==> src/rtl/sayuru_wb_pkg.sv <==
// Shared types and helpers for the sayuru posted-write buffer.
// Entry layout, FSM state encodings and the word-address compare.
// Entry widths come from the package constants; the top-level parameters default to them.
package sayuru_wb_pkg;

  localparam int WB_ADDR_W = 16;
  localparam int WB_DATA_W = 32;
  localparam int WB_BE_W   = WB_DATA_W / 8;

  // One buffered write: target address, byte enables and write data.
  typedef struct packed {
    logic [WB_ADDR_W-1:0] addr;
    logic [WB_BE_W-1:0]   be;
    logic [WB_DATA_W-1:0] data;
  } wb_entry_t;

  // Cache-facing FSM.
  typedef logic [2:0] up_state_t;
  localparam up_state_t U_IDLE    = 3'd0;
  localparam up_state_t U_GNT     = 3'd1;
  localparam up_state_t U_RESP    = 3'd2;
  localparam up_state_t U_RD_WAIT = 3'd3;
  localparam up_state_t U_RD_MEM  = 3'd4;

  // Memory-facing FSM.
  typedef logic [1:0] dn_state_t;
  localparam dn_state_t D_IDLE        = 2'd0;
  localparam dn_state_t D_REQ         = 2'd1;
  localparam dn_state_t D_WAIT_RVALID = 2'd2;

  // Two addresses hit the same word when everything above the byte offset agrees.
  function automatic logic word_match(input logic [WB_ADDR_W-1:0] a,
                                      input logic [WB_ADDR_W-1:0] b);
    return a[WB_ADDR_W-1:2] == b[WB_ADDR_W-1:2];
  endfunction

endpackage

==> src/rtl/sayuru_wb_fifo.sv <==
// Entry storage for the posted-write buffer with a youngest-match address lookup.
// Latency: push visible one cycle later; head and lookup are combinational from stored state.
// Backpressure: caller must not push when full or pop when empty; full/empty are registered-state flags.
module sayuru_wb_fifo
  import sayuru_wb_pkg::*;
#(
  parameter int DEPTH = 4
) (
  input  logic                 clk_i,
  input  logic                 rst_ni,
  input  logic                 push_vld,
  input  wb_entry_t            push_dat,
  input  logic                 pop_vld,
  output logic                 full,
  output logic                 empty,
  output logic [$clog2(DEPTH):0] occupancy,
  output wb_entry_t            head_dat,
  input  logic [WB_ADDR_W-1:0] lookup_addr,
  output logic                 lookup_hit,
  output logic                 lookup_full_word,
  output logic [WB_DATA_W-1:0] lookup_dat,
  output logic                 lookup_partial
);

  localparam int AW = $clog2(DEPTH);
  localparam int PW = AW + 1;

  wb_entry_t         mem_q [DEPTH];
  logic [PW-1:0]     wr_ptr_q;
  logic [PW-1:0]     rd_ptr_q;
  logic [AW-1:0]     lk_idx;

  // Extra pointer MSB distinguishes full from empty when the index bits coincide.
  assign empty     = (wr_ptr_q == rd_ptr_q);
  assign full      = (wr_ptr_q[AW] != rd_ptr_q[AW]) && (wr_ptr_q[AW-1:0] == rd_ptr_q[AW-1:0]);
  assign occupancy = wr_ptr_q - rd_ptr_q;
  assign head_dat  = mem_q[rd_ptr_q[AW-1:0]];

  // Pointer update; simultaneous push and pop leave occupancy unchanged.
  always_ff @(posedge clk_i or negedge rst_ni) begin
    if (!rst_ni) begin
      wr_ptr_q <= '0;
      rd_ptr_q <= '0;
    end else begin
      if (push_vld && !full)  wr_ptr_q <= wr_ptr_q + 1'b1;
      if (pop_vld  && !empty) rd_ptr_q <= rd_ptr_q + 1'b1;
    end
  end

  // Entry storage; stale contents are unreachable once the pointers are reset.
  always_ff @(posedge clk_i) begin
    if (push_vld && !full) mem_q[wr_ptr_q[AW-1:0]] <= push_dat;
  end

  // Walk oldest to youngest so the last valid match left standing is the youngest one.
  always_comb begin
    lookup_hit       = 1'b0;
    lookup_full_word = 1'b0;
    lookup_dat       = '0;
    lookup_partial   = 1'b0;
    lk_idx           = '0;
    for (int i = 0; i < DEPTH; i++) begin
      lk_idx = rd_ptr_q[AW-1:0] + AW'(i);
      if ((PW'(i) < occupancy) && word_match(mem_q[lk_idx].addr, lookup_addr)) begin
        lookup_hit       = 1'b1;
        lookup_full_word = &mem_q[lk_idx].be;
        lookup_dat       = mem_q[lk_idx].data;
        if (!(&mem_q[lk_idx].be)) lookup_partial = 1'b1;
      end
    end
  end

endmodule

==> src/rtl/sayuru_write_buffer.sv <==
// Posted-write buffer between the data cache memory port and data memory.
// Latency: buffered write or forwarded read gnt at +1, rvalid at +2; other reads follow memory plus one cycle each way.
// Backpressure: cache writes stall (no gnt) while the buffer is full; reads wait for the drain engine and any partial-word conflict.
module sayuru_write_buffer
  import sayuru_wb_pkg::*;
#(
  parameter int ADDR_WIDTH = WB_ADDR_W,
  parameter int DATA_WIDTH = WB_DATA_W,
  parameter int DEPTH      = 4
) (
  input  logic                    clk_i,
  input  logic                    rst_ni,
  input  logic                    in_data_req_i,
  input  logic [ADDR_WIDTH-1:0]   in_data_addr_i,
  input  logic                    in_data_we_i,
  input  logic [DATA_WIDTH/8-1:0] in_data_be_i,
  input  logic [DATA_WIDTH-1:0]   in_data_wdata_i,
  output logic                    in_data_gnt_o,
  output logic                    in_data_rvalid_o,
  output logic [DATA_WIDTH-1:0]   in_data_rdata_o,
  output logic                    out_data_req_o,
  output logic [ADDR_WIDTH-1:0]   out_data_addr_o,
  output logic                    out_data_we_o,
  output logic [DATA_WIDTH/8-1:0] out_data_be_o,
  output logic [DATA_WIDTH-1:0]   out_data_wdata_o,
  input  logic                    out_data_gnt_i,
  input  logic                    out_data_rvalid_i,
  input  logic [DATA_WIDTH-1:0]   out_data_rdata_i,
  output logic [$clog2(DEPTH):0]  occupancy_o,
  output int                      forward_count,
  output int                      drain_count,
  output int                      full_stall_count
);

  up_state_t                u_state_q;
  dn_state_t                d_state_q;
  logic [ADDR_WIDTH-1:0]    rd_addr_q;
  logic [DATA_WIDTH/8-1:0]  rd_be_q;
  logic [DATA_WIDTH-1:0]    rdata_q;
  logic                     rd_gnt_q;
  logic                     d_is_rd_q;

  logic                     in_wr;
  logic                     in_rd;
  logic                     push_vld;
  wb_entry_t                push_dat;
  logic                     pop_vld;
  logic                     fifo_full;
  logic                     fifo_empty;
  wb_entry_t                head_dat;
  logic [ADDR_WIDTH-1:0]    lookup_addr;
  logic                     lk_hit;
  logic                     lk_full_word;
  logic [DATA_WIDTH-1:0]    lk_dat;
  logic                     lk_partial;
  logic                     fwd_hit;
  logic                     rd_start;

  assign in_wr = in_data_req_i &  in_data_we_i;
  assign in_rd = in_data_req_i & ~in_data_we_i;

  // Full is the registered flag, so a slot freed this cycle is only usable next cycle.
  assign push_vld = (u_state_q == U_IDLE) && in_wr && !fifo_full;

  // Assemble the entry pushed for an accepted cache write.
  always_comb begin
    push_dat      = '0;
    push_dat.addr = in_data_addr_i;
    push_dat.be   = in_data_be_i;
    push_dat.data = in_data_wdata_i;
  end

  // While a read is parked the live cache address is not trusted; use the latched copy.
  assign lookup_addr = (u_state_q == U_IDLE) ? in_data_addr_i : rd_addr_q;
  assign fwd_hit     = (u_state_q == U_IDLE) && in_rd && lk_hit && lk_full_word;

  // A parked read goes to memory once the drain engine is free; a partial-word
  // conflict additionally needs every buffered write to have landed first.
  assign rd_start = (u_state_q == U_RD_WAIT) && (d_state_q == D_IDLE) &&
                    (!lk_partial || fifo_empty);

  assign pop_vld = (d_state_q == D_WAIT_RVALID) && out_data_rvalid_i && !d_is_rd_q;

  assign in_data_gnt_o    = (u_state_q == U_GNT) || rd_gnt_q;
  assign in_data_rvalid_o = (u_state_q == U_RESP);
  assign in_data_rdata_o  = rdata_q;

  sayuru_wb_fifo #(
    .DEPTH (DEPTH)
  ) u_fifo (
    .clk_i            (clk_i),
    .rst_ni           (rst_ni),
    .push_vld         (push_vld),
    .push_dat         (push_dat),
    .pop_vld          (pop_vld),
    .full             (fifo_full),
    .empty            (fifo_empty),
    .occupancy        (occupancy_o),
    .head_dat         (head_dat),
    .lookup_addr      (lookup_addr),
    .lookup_hit       (lk_hit),
    .lookup_full_word (lk_full_word),
    .lookup_dat       (lk_dat),
    .lookup_partial   (lk_partial)
  );

  // Cache-facing FSM: accept writes into the buffer, forward or park reads, sequence gnt/rvalid.
  always_ff @(posedge clk_i or negedge rst_ni) begin
    if (!rst_ni) begin
      u_state_q        <= U_IDLE;
      rd_addr_q        <= '0;
      rd_be_q          <= '0;
      rdata_q          <= '0;
      rd_gnt_q         <= 1'b0;
      forward_count    <= 0;
      full_stall_count <= 0;
    end else begin
      rd_gnt_q <= 1'b0;
      case (u_state_q)
        U_IDLE: begin
          if (in_wr) begin
            if (!fifo_full) begin
              rdata_q   <= '0;
              u_state_q <= U_GNT;
            end else begin
              full_stall_count <= full_stall_count + 1;
            end
          end else if (in_rd) begin
            rd_addr_q <= in_data_addr_i;
            rd_be_q   <= in_data_be_i;
            if (fwd_hit) begin
              // Latched here so a same-cycle pop of the matched entry cannot disturb it.
              rdata_q       <= lk_dat;
              forward_count <= forward_count + 1;
              u_state_q     <= U_GNT;
            end else begin
              u_state_q <= U_RD_WAIT;
            end
          end
        end
        U_GNT:     u_state_q <= U_RESP;
        U_RESP:    u_state_q <= U_IDLE;
        U_RD_WAIT: if (rd_start) u_state_q <= U_RD_MEM;
        U_RD_MEM: begin
          // Only our read can be in flight downstream while we sit here.
          if ((d_state_q == D_REQ) && out_data_gnt_i) rd_gnt_q <= 1'b1;
          if ((d_state_q == D_WAIT_RVALID) && out_data_rvalid_i) begin
            rdata_q   <= out_data_rdata_i;
            u_state_q <= U_RESP;
          end
        end
        default:   u_state_q <= U_IDLE;
      endcase
    end
  end

  // Memory-facing FSM: issue the parked read first, otherwise drain the FIFO head in order.
  always_ff @(posedge clk_i or negedge rst_ni) begin
    if (!rst_ni) begin
      d_state_q        <= D_IDLE;
      d_is_rd_q        <= 1'b0;
      out_data_req_o   <= 1'b0;
      out_data_addr_o  <= '0;
      out_data_we_o    <= 1'b0;
      out_data_be_o    <= '0;
      out_data_wdata_o <= '0;
      drain_count      <= 0;
    end else begin
      case (d_state_q)
        D_IDLE: begin
          if (rd_start) begin
            out_data_req_o   <= 1'b1;
            out_data_addr_o  <= rd_addr_q;
            out_data_we_o    <= 1'b0;
            out_data_be_o    <= rd_be_q;
            out_data_wdata_o <= '0;
            d_is_rd_q        <= 1'b1;
            d_state_q        <= D_REQ;
          end else if (!fifo_empty) begin
            out_data_req_o   <= 1'b1;
            out_data_addr_o  <= head_dat.addr;
            out_data_we_o    <= 1'b1;
            out_data_be_o    <= head_dat.be;
            out_data_wdata_o <= head_dat.data;
            d_is_rd_q        <= 1'b0;
            d_state_q        <= D_REQ;
          end
        end
        D_REQ: begin
          if (out_data_gnt_i) begin
            out_data_req_o   <= 1'b0;
            out_data_addr_o  <= '0;
            out_data_we_o    <= 1'b0;
            out_data_be_o    <= '0;
            out_data_wdata_o <= '0;
            d_state_q        <= D_WAIT_RVALID;
          end
        end
        D_WAIT_RVALID: begin
          // The head entry remains forwardable until this pop.
          if (out_data_rvalid_i) begin
            if (!d_is_rd_q) drain_count <= drain_count + 1;
            d_state_q <= D_IDLE;
          end
        end
        default: d_state_q <= D_IDLE;
      endcase
    end
  end

endmodule

==> config.mk <==
export PLATFORM = sky130hd
export DESIGN_NAME = sayuru_write_buffer
export DESIGN_NICKNAME = d
export VERILOG_FILES = /design/src/rtl/sayuru_wb_pkg.sv /design/src/rtl/sayuru_wb_fifo.sv /design/src/rtl/sayuru_write_buffer.sv
export SDC_FILE = /design/constraint.sdc
export NUM_CORES = 1
export LEC_CHECK = 0
export ABC_AREA = 1
export CAP_MARGIN = 0
export CORE_MARGIN = 3
export CORE_UTILIZATION = 25
export DETAILED_ROUTE_END_ITERATION = 8
export GPL_TIMING_DRIVEN = 0
export PLACE_DENSITY = 0.42
export SYNTH_ARGS = -nofsm -noshare
export SYNTH_HDL_FRONTEND = slang
export SYNTH_SLANG_ARGS = --single-unit
==> constraint.sdc <==
create_clock -name clk_i -period 4.2 [get_ports clk_i]
set_clock_uncertainty 0.2 [all_clocks]
set_input_delay 0.63 -clock clk_i [delete_from_list [all_inputs] [get_ports clk_i]]
set_output_delay 0.63 -clock clk_i [all_outputs]
set_load 0.005 [all_outputs]
==> flow_summary.ini, run 1 <==
[sta]
whs_ns = 0.2636
worstMarginPinSlew_ns = 1.068
hold_violations = 0
grt_setup_unrepaired = no
period_minus_slack_ns = 4.034
fmax_ghz = 0.2479
max_slew_margin_pct = 28.79
finalMaxSlewViolations = 0
finalSetupViolations = 0
fin_crit_sh_pct = 96.04

[routing]
drc = 0
via_count = 23680
drtPass1Iterations = 5
wl_per_cell_um = 21.27
drt_iter0_drc = 2270
viasPerCell = 4.702
wl_um = 107100
detail-route-antenna-nets = 0

[worst_setup_path]
worstPathMaxFanout = 10
rrSetupSlack_ns = 0.17
startpoint = u_fifo.rd_ptr_q[0]$_DFFE_PN0P_
crit_type = register to register
crit_end = in_data_rdata_o[31]$_DFFE_PN0P_
required_ns = 4.57
worstSetupEndpointType = register
start_kind = register
reg2reg_from = u_fifo.rd_ptr_q[0]$_DFFE_PN0P_
rr_worst_depth = 15
r2r-end = in_data_rdata_o[31]$_DFFE_PN0P_
arrival_ns = 4.40

[clock_network]
cts_root_buffer = clkbuf_16
clk_latency_ns = 0.63
cts-buffers-inserted = 54
cts_tree = built
clockBufferDepth = 3
htreeDepth = 2
clk_pin_slew_ns = 0.06
cts.sinks = 423

[grt]
grt_pass1_wl_um = 156700
grt_usage_pct = 20.57
busiest_layer = met2
use_met2_pct = 32.01
first_global_vias = 23000
grt_max_degree = 96
grt-ovfl-total = 0
antenna_found_initial = 13
use_met3_pct = 5.080
gr-usage-met1_pct = 28.01

[placement]
post-dp-hpwl_um = 80070
place_area_um2 = 29320
place.port_buffers = 276
place_inst = 4927
gp_congestion = 0.9461

[yosys]
synth_nets = 3464
synth_seq_cells = 423
synth.most_common_cell = nand2_1
ys_warn_count = 0
avgSynthCellArea_um2 = 7.335
yosys.area.top_type = edfxtp_1
synth_flop_cell = dfrtp_1
postSynth.asyncResetShare_pct = 50.83
synth_cells = 3363
ys_seq_area_share_pct = 47.13
synth_edf_count = 208
yosys-top-cells-area = edfxtp_1 (25%), nand2_1 (22%), dfrtp_1 (22%), nand3_1 (5.5%), o21ai_0 (5.0%)
synth_commonest_cells = nand2_1 (1471), inv_1 (302), nand3_1 (269), o21ai_0 (248), dfrtp_1 (215)
netlist_area_um2 = 24670
synth_cell_types = 39
yosysTopAreaCellShare_pct = 25.32

[die]
io_pins = 277
initial_utilization_pct = 25.36
dieArea_um2 = 102500
die_w_um = 320.1
rows = 114
core_um2 = 97280
die_y_um = 320.1

[run_status]
status = complete, no violations

[job]
max-cap-violations = 0

[cells_and_area]
fin_area_um2 = 31250
layout.cells.non_filler = 5035
synthToLayoutAreaGrowth_pct = 26.69
layout.nets = 3809
drive_above_1_share_pct = 6.235

[power]
ir_worst_vdd_mv = 0.3418
pwr_density_cell_nw_per_um2 = 684.3
cellLeakagePower_nw = 14.32

[worst_hold_path]
whs_path_depth = 2
min_path_type = register to register
[through the flow]
step | setup WS [ns] | utilization (%) | total power [mW] | setup TNS, ns
2_1_floorplan | -0.1260 | - | 11.62 | -19.65
3_3_place_gp | -8.289 | 29.84 | 16.44 | -2533.61
3_5_place_dp | -0.4947 | 30.14 | 16.48 | -25.11
4_1_cts | 0.003276 | 32.06 | 21.40 | 0
5_1_grt | 0.0001048 | 32.12 | 22.89 | 0
6_report | 0.1664 | 32.13 | 21.39 | 0
[registers in the layout (all words and copies together) (netlist names)]
name,count
u_fifo.mem_q,208
drain_count,32
forward_count,32
full_stall_count,32
in_data_rdata_o,32
out_data_wdata_o,32
out_data_addr_o,16
rd_addr_q,16
out_data_be_o,4
rd_be_q,4
u_fifo.rd_ptr_q,3
u_fifo.wr_ptr_q,3
u_state_q,3
d_state_q,2
d_is_rd_q,1
out_data_req_o,1
out_data_we_o,1
rd_gnt_q,1
[cells in the final DEF, fill, tap and decap left out, types with 23 or more instances in the layout]
| cell | synthesis | final |
|---|---|---|
| buf_2 | 62 | 55 |
| clkbuf_1 | 77 | 76 |
| clkbuf_16 | 0 | 56 |
| clkdlybuf4s50_1 | 0 | 275 |
| dfrtp_1 | 215 | 214 |
| edfxtp_1 | 208 | 208 |
| inv_1 | 302 | 302 |
| nand2_1 | 1471 | 1461 |
| nand3_1 | 269 | 268 |
| nand4_1 | 60 | 60 |
| nor2_1 | 120 | 113 |
| nor3_1 | 38 | 37 |
| o211ai_1 | 33 | 33 |
| o21ai_0 | 248 | 248 |
| o21ai_1 | 30 | 30 |
| or2_0 | 23 | 23 |
| xnor2_1 | 32 | 32 |
| xor2_1 | 64 | 64 |
[area by class of cell]
cell class | instances | area, um^2
clock buffer | 77 | 1530
antenna | 6 | 15.01
clock inverter | 24 | 279.0
inverter | 311 | 1174
tap | 1276 | 1597
buffer | 165 | 812.0
timing repair buffer | 290 | 3039
multi-input combinational | 2463 | 11180
fill | 10470 | 66030
sequential | 423 | 11630
[power by group]
part / switching, mW / total [mW] / internal [mW]
registers: 0.363 / 5.32 / 4.96
clock network: 1.95 / 4.80 / 2.84
logic: 8.04 / 11.3 / 3.23
[layer usage]
layer	up-vias	routed length (um)
li1	11510	-
met1	11240	48060
met3	148	8247
met4	8	3596
met2	772	47130
met5	-	52
[timing repair]
| action | 4_1_cts | 5_1_grt |
|---|---|---|
| hold buffers | 1 | 0 |
| pin swaps | 0 | 1 |
| setup buffers | 0 | 1 |
| resized for setup | 22 | 35 |
| endpoints found under the hold margin | 49 | 0 |
| setup endpoints to repair | 112 | 141 |
[critical path, cell delays in order, from the launching register on]
cell	delay, ns
dfrtp_2	0.47
ha_1	0.37
clkbuf_4	0.22
clkinvlp_4	0.13
buf_4	0.29
buf_1	0.53
clkbuf_1	0.59
o21ai_0	0.18
or2_2	0.31
nand3_1	0.08
nand2_1	0.06
nand2_1	0.17
nand2_1	0.14
nand2_1	0.10
nand2_1	0.05
nand2_1	0.05
[worst min-delay path by stage]
stage                                             to                             start  slack [ns]
detailed placement  out_data_wdata_o[25]$_DFFE_PN0P_  out_data_wdata_o[25]$_DFFE_PN0P_        0.26
finish              out_data_wdata_o[25]$_DFFE_PN0P_  out_data_wdata_o[25]$_DFFE_PN0P_        0.26
global route          out_data_addr_o[9]$_DFFE_PN0P_    out_data_addr_o[9]$_DFFE_PN0P_        0.29
CTS                 out_data_wdata_o[25]$_DFFE_PN0P_  out_data_wdata_o[25]$_DFFE_PN0P_        0.27
floorplan                      d_is_rd_q$_DFFE_PN0P_                            rst_ni        0.13
global placement            rd_addr_q[1]$_DFFE_PN0P_          rd_addr_q[1]$_DFFE_PN0P_        0.25
[cells by family after synthesis]
logic type,synth area share (%)
adders and majority gates,0.5884
buffers and inverters,7.846
and+or+nand+nor,33.87
muxes,0.2435
AOI/OAI and AO/OA,6.918
DFF,47.13
xor gates and xnor gates,3.408
No activity file was read; power rests on OpenSTA's default activity.
==> run 2, diff against run 1 <==
- clock period: 4.2 -> 3.3 ns (I/O delays scaled with it)
==> run 2 against run 1 <==
  * The flow now finishes with violations (setup timing)
  * Utilization grew 2.5 points
  * Wire length grew 1.4%
  * Design area grew 7.7%
  * Non-clock buffer count grew 50
  * Hold slack lost 0.093 ns
  * Count of clock-buffer cells in the layout shrank 9
  * Via count grew 2.2%
  * Cell count grew 0.99%
  * Setup slack lost 0.33 ns
  * Largest power group unchanged
  * Maximum frequency grew 17%
  * Clock power grew 29%
  * Largest cell class is now multi-input gates
==> flow_summary.ini, run 2 (synthesized netlist as in run 1, its figures left out) <==
[grt]
antenna_found_initial = 13
first_global_vias = 23740
grt_max_degree = 91
grt-ovfl-total = 0
grt_pass1_wl_um = 158600
grt_usage_pct = 20.62

[clock_network]
clk_latency_ns = 0.63
clk_pin_slew_ns = 0.06
cts.sinks = 423
cts-buffers-inserted = 54
cts_root_buffer = clkbuf_16
cts_tree = built
clockBufferDepth = 3
htreeDepth = 2

[cells_and_area]
drive_above_1_share_pct = 15.06
final_cell_mix = nand2_1 (1307), inv_1 (292), clkdlybuf4s50_1 (274)
nFillCells = 10280
synthToLayoutAreaGrowth_pct = 36.42
layout_commonest_cell = nand2_1
regArea_um2 = 11630
multiInputGateArea_um2 = 12310
layout.nets = 3860
largest_reg_flops = 208
finalCoreUtilization_pct = 34.59

[power]
switching_power_mw = 14.43
cellLeakagePower_nw = 15.36
p_int_mw = 15.86
power_switching_share_pct = 47.64
power_frac_clock_pct = 20.4
pwr_density_cell_nw_per_um2 = 899.9
power_frac_comb_pct = 57.1
ir_worst_vdd_mv = 0.4940
pwr-share-seq_pct = 22.5

[routing]
wl_um = 108500
wl_per_cell_um = 21.34
viasPerCell = 4.759
detail-route-antenna-nets = 0
via_count = 24200
drc = 0
drtPass1Iterations = 6
drt_iter0_drc = 2038

[sta]
setup_tns_ns = -6.516
worstMarginPinSlew_ns = 0.9855
max_slew_margin_pct = 33.86
finalMaxSlewViolations = 0
fin_crit_sh_pct = 104.8
fmax_ghz = 0.2890
grt_setup_unrepaired = yes
period_minus_slack_ns = 3.460
hold_violations = 0
finalSetupViolations = 109
setup_ws_ns = -0.1598

[worst_setup_path]
arrival_ns = 3.82
worstPathMaxFanout = 7
rrSetupSlack_ns = -0.16
startpoint = u_fifo.rd_ptr_q[0]$_DFFE_PN0P_
start_kind = register
reg2reg_from = u_fifo.rd_ptr_q[0]$_DFFE_PN0P_
crit_type = register to register
rr_worst_depth = 20
worstSetupEndpointType = register
r2r-end = out_data_wdata_o[24]$_DFFE_PN0P_
crit_end = out_data_wdata_o[24]$_DFFE_PN0P_
required_ns = 3.66

[worst_hold_path]
min_path_type = primary input to asynchronous set/reset pin

[placement]
gp_congestion = 0.9362
place.port_buffers = 276
post-dp-hpwl_um = 81000

[die]
die_y_um = 320.1
rows = 114
io_pins = 277
core_um2 = 97280
dieArea_um2 = 102500
die_w_um = 320.1
initial_utilization_pct = 25.36

[run_status]
status = finished with violations
violations = setup timing

[job]
max-cap-violations = 0
## run 2: layout make-up
cell class	count	area share, %
Clock inverter	33	1.022
Timing Repair inverter	1	0.02603
Buffer	163	3.848
Timing Repair Buffer	342	11.17
Tap cell	1276	4.744
Sequential cell	423	34.56
Antenna cell	5	0.03718
Inverter	311	3.573
Multi-Input combinational cell	2463	36.57
Clock buffer	68	4.447
## run 2: power by group through the flow
| stage | clock network [mW] | registers (mW) | logic, mW |
|---|---|---|---|
| floorplan | 0 | 6.80 | 8.00 |
| global placement | 0 | 6.89 | 14.0 |
| detailed placement | 0 | 6.87 | 14.0 |
| CTS | 6.35 | 6.80 | 16.5 |
| global route | 6.56 | 6.91 | 18.7 |
| finish | 6.18 | 6.82 | 17.3 |
## run 2: per-layer routing
metal	track usage (%)	wire (um)
met1	28.76	49590
met2	32.94	48910
met3	3.382	6850
met4	6.000	3093
met5	0	88
## run 2: worst max-delay path, stage by stage (launching register included)
cell and delay (ns):
dfrtp_2 0.49, ha_4 0.45, buf_12 0.18, clkbuf_16 0.16, nand3_4 0.08, nand2_4 0.08
inv_2 0.03, nand2_2 0.05, nand2_2 0.07, nor2_2 0.12, nand2_2 0.08, nor2_4 0.16
buf_6 0.13, nand3_4 0.06, nand2_4 0.10, o21ai_4 0.09, nand2_4 0.15, buf_12 0.18
buf_8 0.14, nand4_1 0.24, nand2_1 0.16
## run 2: worst min path at each step
stage	from	end	slack, ns	depth (start not counted)
2_1_floorplan	rst_ni	d_is_rd_q$_DFFE_PN0P_	-0.0006	0
3_3_place_gp	out_data_wdata_o[25]$_DFFE_PN0P_	out_data_wdata_o[25]$_DFFE_PN0P_	0.26	2
3_5_place_dp	rst_ni	drain_count[31]$_DFFE_PN0P_	0.22	1
4_1_cts	rst_ni	drain_count[31]$_DFFE_PN0P_	0.15	2
5_1_grt	rst_ni	drain_count[31]$_DFFE_PN0P_	0.20	2
6_report	rst_ni	drain_count[31]$_DFFE_PN0P_	0.17	2
## run 2: timing repair
| action | CTS | global route |
|---|---|---|
| cloned | 10 | 5 |
| setup buffers | 31 | 13 |
| setup endpoints to repair | 357 | 138 |
| pin swaps | 39 | 52 |
| endpoints found under the hold margin | 58 | 0 |
| resized for setup | 386 | 194 |
| hold buffers | 1 | 0 |
## run 2: stage by stage
| step | worst slack [ns] | power [mW] | cells | instance area [um^2] | hold WS (ns) |
|---|---|---|---|---|---|
| floorplan | -0.2250 | 14.79 | 3363 | 24680 | -0.0005910 |
| CTS | -0.1100 | 29.64 | 5069 | 32990 | 0.1518 |
| finish | -0.1598 | 30.28 | 5085 | 33650 | 0.1706 |
| detailed placement | -1.378 | 20.87 | 4926 | 29320 | 0.2155 |
| global placement | -8.943 | 20.86 | 4915 | 29040 | 0.2556 |
| global route | -0.1995 | 32.15 | 5083 | 33650 | 0.1962 |
==> run 3, diff against run 2 <==
- CORE_MARGIN: 3 -> 5
- CORE_UTILIZATION: 25 -> 35
- PLACE_DENSITY: 0.42 -> 0.55
==> run 3 against run 2 <==
  * Die area is 26% lower
  * Largest power group unchanged
  * Critical path type unchanged
  * The flow now finishes without violations
  * Utilization is 11 points higher
  * Cell count is 7.2% lower
  * Largest cell class unchanged
  * Register-to-register slack better by 0.19 ns
  * Combinational power is 10% lower
  * Global-route usage is 3.8 points higher
  * Sequential power is 0.6% lower
==> flow_summary.ini, run 3 (synthesized netlist as in run 1, its figures left out) <==
[routing]
route.met2.wl_um = 42600
met1_length_um = 41190
drt_iter0_drc = 2440
highest-signal-layer = met5
wl_per_cell_um = 20.29
wl_met3_um = 8557
wl_um = 95760
drtPass1Iterations = 8
detail-route-antenna-nets = 0
viasPerCell = 5.139
drc = 0
via_count = 24250

[run_status]
status = complete, no violations

[job]
max-cap-violations = 0

[die]
rows = 97
die_w_um = 275.5
initial_utilization_pct = 35.23
dieArea_um2 = 75890
die_y_um = 275.5
core_um2 = 70030
io_pins = 277

[placement]
place.port_buffers = 276
post-dp-hpwl_um = 71830
gp_congestion = 0.9580
place_inst = 4590

[power]
switching_power_mw = 13.16
power_switching_share_pct = 46.77
p_int_mw = 14.98
finalPower_mw = 28.15
pwr-share-seq_pct = 24.1
power_frac_comb_pct = 55.2
pwr_density_cell_nw_per_um2 = 878.0
power_frac_clock_pct = 20.8
cellLeakagePower_nw = 14.89
ir_worst_vdd_mv = 0.4176

[worst_setup_path]
arrival_ns = 3.55
crit_slowest_cell = dfrtp_2
cp_common_cell = nand2_1
start_kind = register
required_ns = 3.59
worstSetupEndpointType = register
crit_buf_inv = 4
worstPathMaxFanout = 10
cpPeakStageDelay_ns = 0.49
crit_type = register to register
cpLargestDelayFamily = simple AND/OR/NAND/NOR gates
path_cells = ha_4, inv_8, buf_12, nand3_1, nand2_1, nand2_1, nand2_1, nor2_4, nand2_4, nor2_4, nand2_4, buf_2, nand2_1, nor2_1, a21oi_2, nand3_4, buf_4, nand2_1, o21ai_1

[grt]
grt-ovfl-total = 0
antenna_found_initial = 5
grt_usage_pct = 24.42
first_global_vias = 22980
grt_pass1_wl_um = 141200
grt_max_degree = 99

[cells_and_area]
drive_above_1_share_pct = 11.00
finalCoreUtilization_pct = 45.78
layout_commonest_cell = nand2_1
final_cell_mix = nand2_1 (1395), inv_1 (297), clkdlybuf4s50_1 (274)
layout.nets = 3834
synthToLayoutAreaGrowth_pct = 29.96
layout.cells.non_filler = 4719
largest_reg_flops = 208

[worst_hold_path]
min_path_type = register to register

[sta]
finalSetupViolations = 0
fmax_ghz = 0.3061
hold_violations = 0
period_minus_slack_ns = 3.267
worstMarginPinSlew_ns = 0.9705
max_slew_margin_pct = 34.87
finalMaxSlewViolations = 0
grt_setup_unrepaired = yes
fin_crit_sh_pct = 98.99

[clock_network]
cts-buffers-inserted = 49
htreeDepth = 2
clk_latency_ns = 0.60
cts.sinks = 423
clk_pin_slew_ns = 0.06
cts_tree = built
clockBufferDepth = 3
cts_root_buffer = clkbuf_16
-- run 3: changes by cell type in the layout (fill, tap and decap cells not counted), moves of 11 or more --
cell,change
nand3_1,+18
o21ai_2,-17
nand3_2,-14
nand2_2,-67
nand2_4,-21
o21ai_1,+19
clkbuf_16,-11
nand2_1,+88
-- run 3: through the flow --
step	setup WS [ns]	TNS, ns	hold WS [ns]	area [um^2]
2_1_floorplan	-0.2250	-35.09	-0.0005910	24680
3_3_place_gp	-8.464	-2391.38	0.2560	28620
3_5_place_dp	-1.242	-228.65	0.2570	28880
4_1_cts	-0.02479	-0.1314	0.2712	31390
5_1_grt	-0.09481	-3.698	0.2929	32050
6_report	0.03333	0	0.2662	32060
-- run 3: path summary, 6_finish.rpt --
kind,cells after the start,end,slack [ns],start
worst min-delay path,2,out_data_addr_o[7]$_DFFE_PN0P_,0.27,out_data_addr_o[7]$_DFFE_PN0P_
worst min register to register,2,out_data_addr_o[7]$_DFFE_PN0P_,0.27,out_data_addr_o[7]$_DFFE_PN0P_
worst max-delay path,19,forward_count[6]$_DFFE_PN0P_,0.03,u_fifo.rd_ptr_q[0]$_DFFE_PN0P_
min in group asynchronous,2,drain_count[8]$_DFFE_PN0P_,0.34,rst_ni
worst max register to register,19,forward_count[6]$_DFFE_PN0P_,0.03,u_fifo.rd_ptr_q[0]$_DFFE_PN0P_
max in group asynchronous,4,out_data_wdata_o[18]$_DFFE_PN0P_,1.42,rst_ni
-- run 3: repair_timing --
action / in CTS / in global routing
gates cloned: 1 / 3
hold buffers: 1 / 0
pin swaps: 12 / 41
gates resized for setup: 209 / 185
setup endpoints to repair: 355 / 161
endpoints found under the hold margin: 97 / 0
buffers inserted: 14 / 14
-- run 3: cell type report --
type	count	area [um^2]
Multi-Input combinational cell	2463	11760
Inverter	311	1194
Buffer	165	1214
Sequential cell	423	11630
Tap cell	940	1176
Antenna cell	7	17.52
Timing Repair Buffer	320	3342
Fill cell	7059	37970
Clock buffer	72	1455
Clock inverter	18	267.8
-- run 3: power by group through the flow --
| stage | logic [mW] | registers, mW | clock network [mW] |
|---|---|---|---|
| floorplan | 8.00 | 6.80 | 0 |
| global placement | 13.3 | 6.87 | 0 |
| detailed placement | 13.4 | 6.85 | 0 |
| CTS | 14.5 | 6.77 | 5.99 |
| global route | 16.9 | 6.86 | 6.20 |
| finish | 15.5 | 6.78 | 5.85 |
-- run 3: worst register-to-register path: cells and delay by family, from the launching register on --
kind	cells	cell delay (ns)
AND/OR/NAND/NOR	12	1.16
buffers and inverters	4	0.63
flip-flops	1	0.49
adder cells (fa/ha/maj)	1	0.42
AO/OA/AOI/OAI	2	0.24
-- run 3: metal layers --
metal  up-vias  global-route usage (%)
met5         -                       0
met4         2                   8.361
met3       177                   5.042
met2      1007                   38.07
met1     11510                   33.96
li1      11560                       -
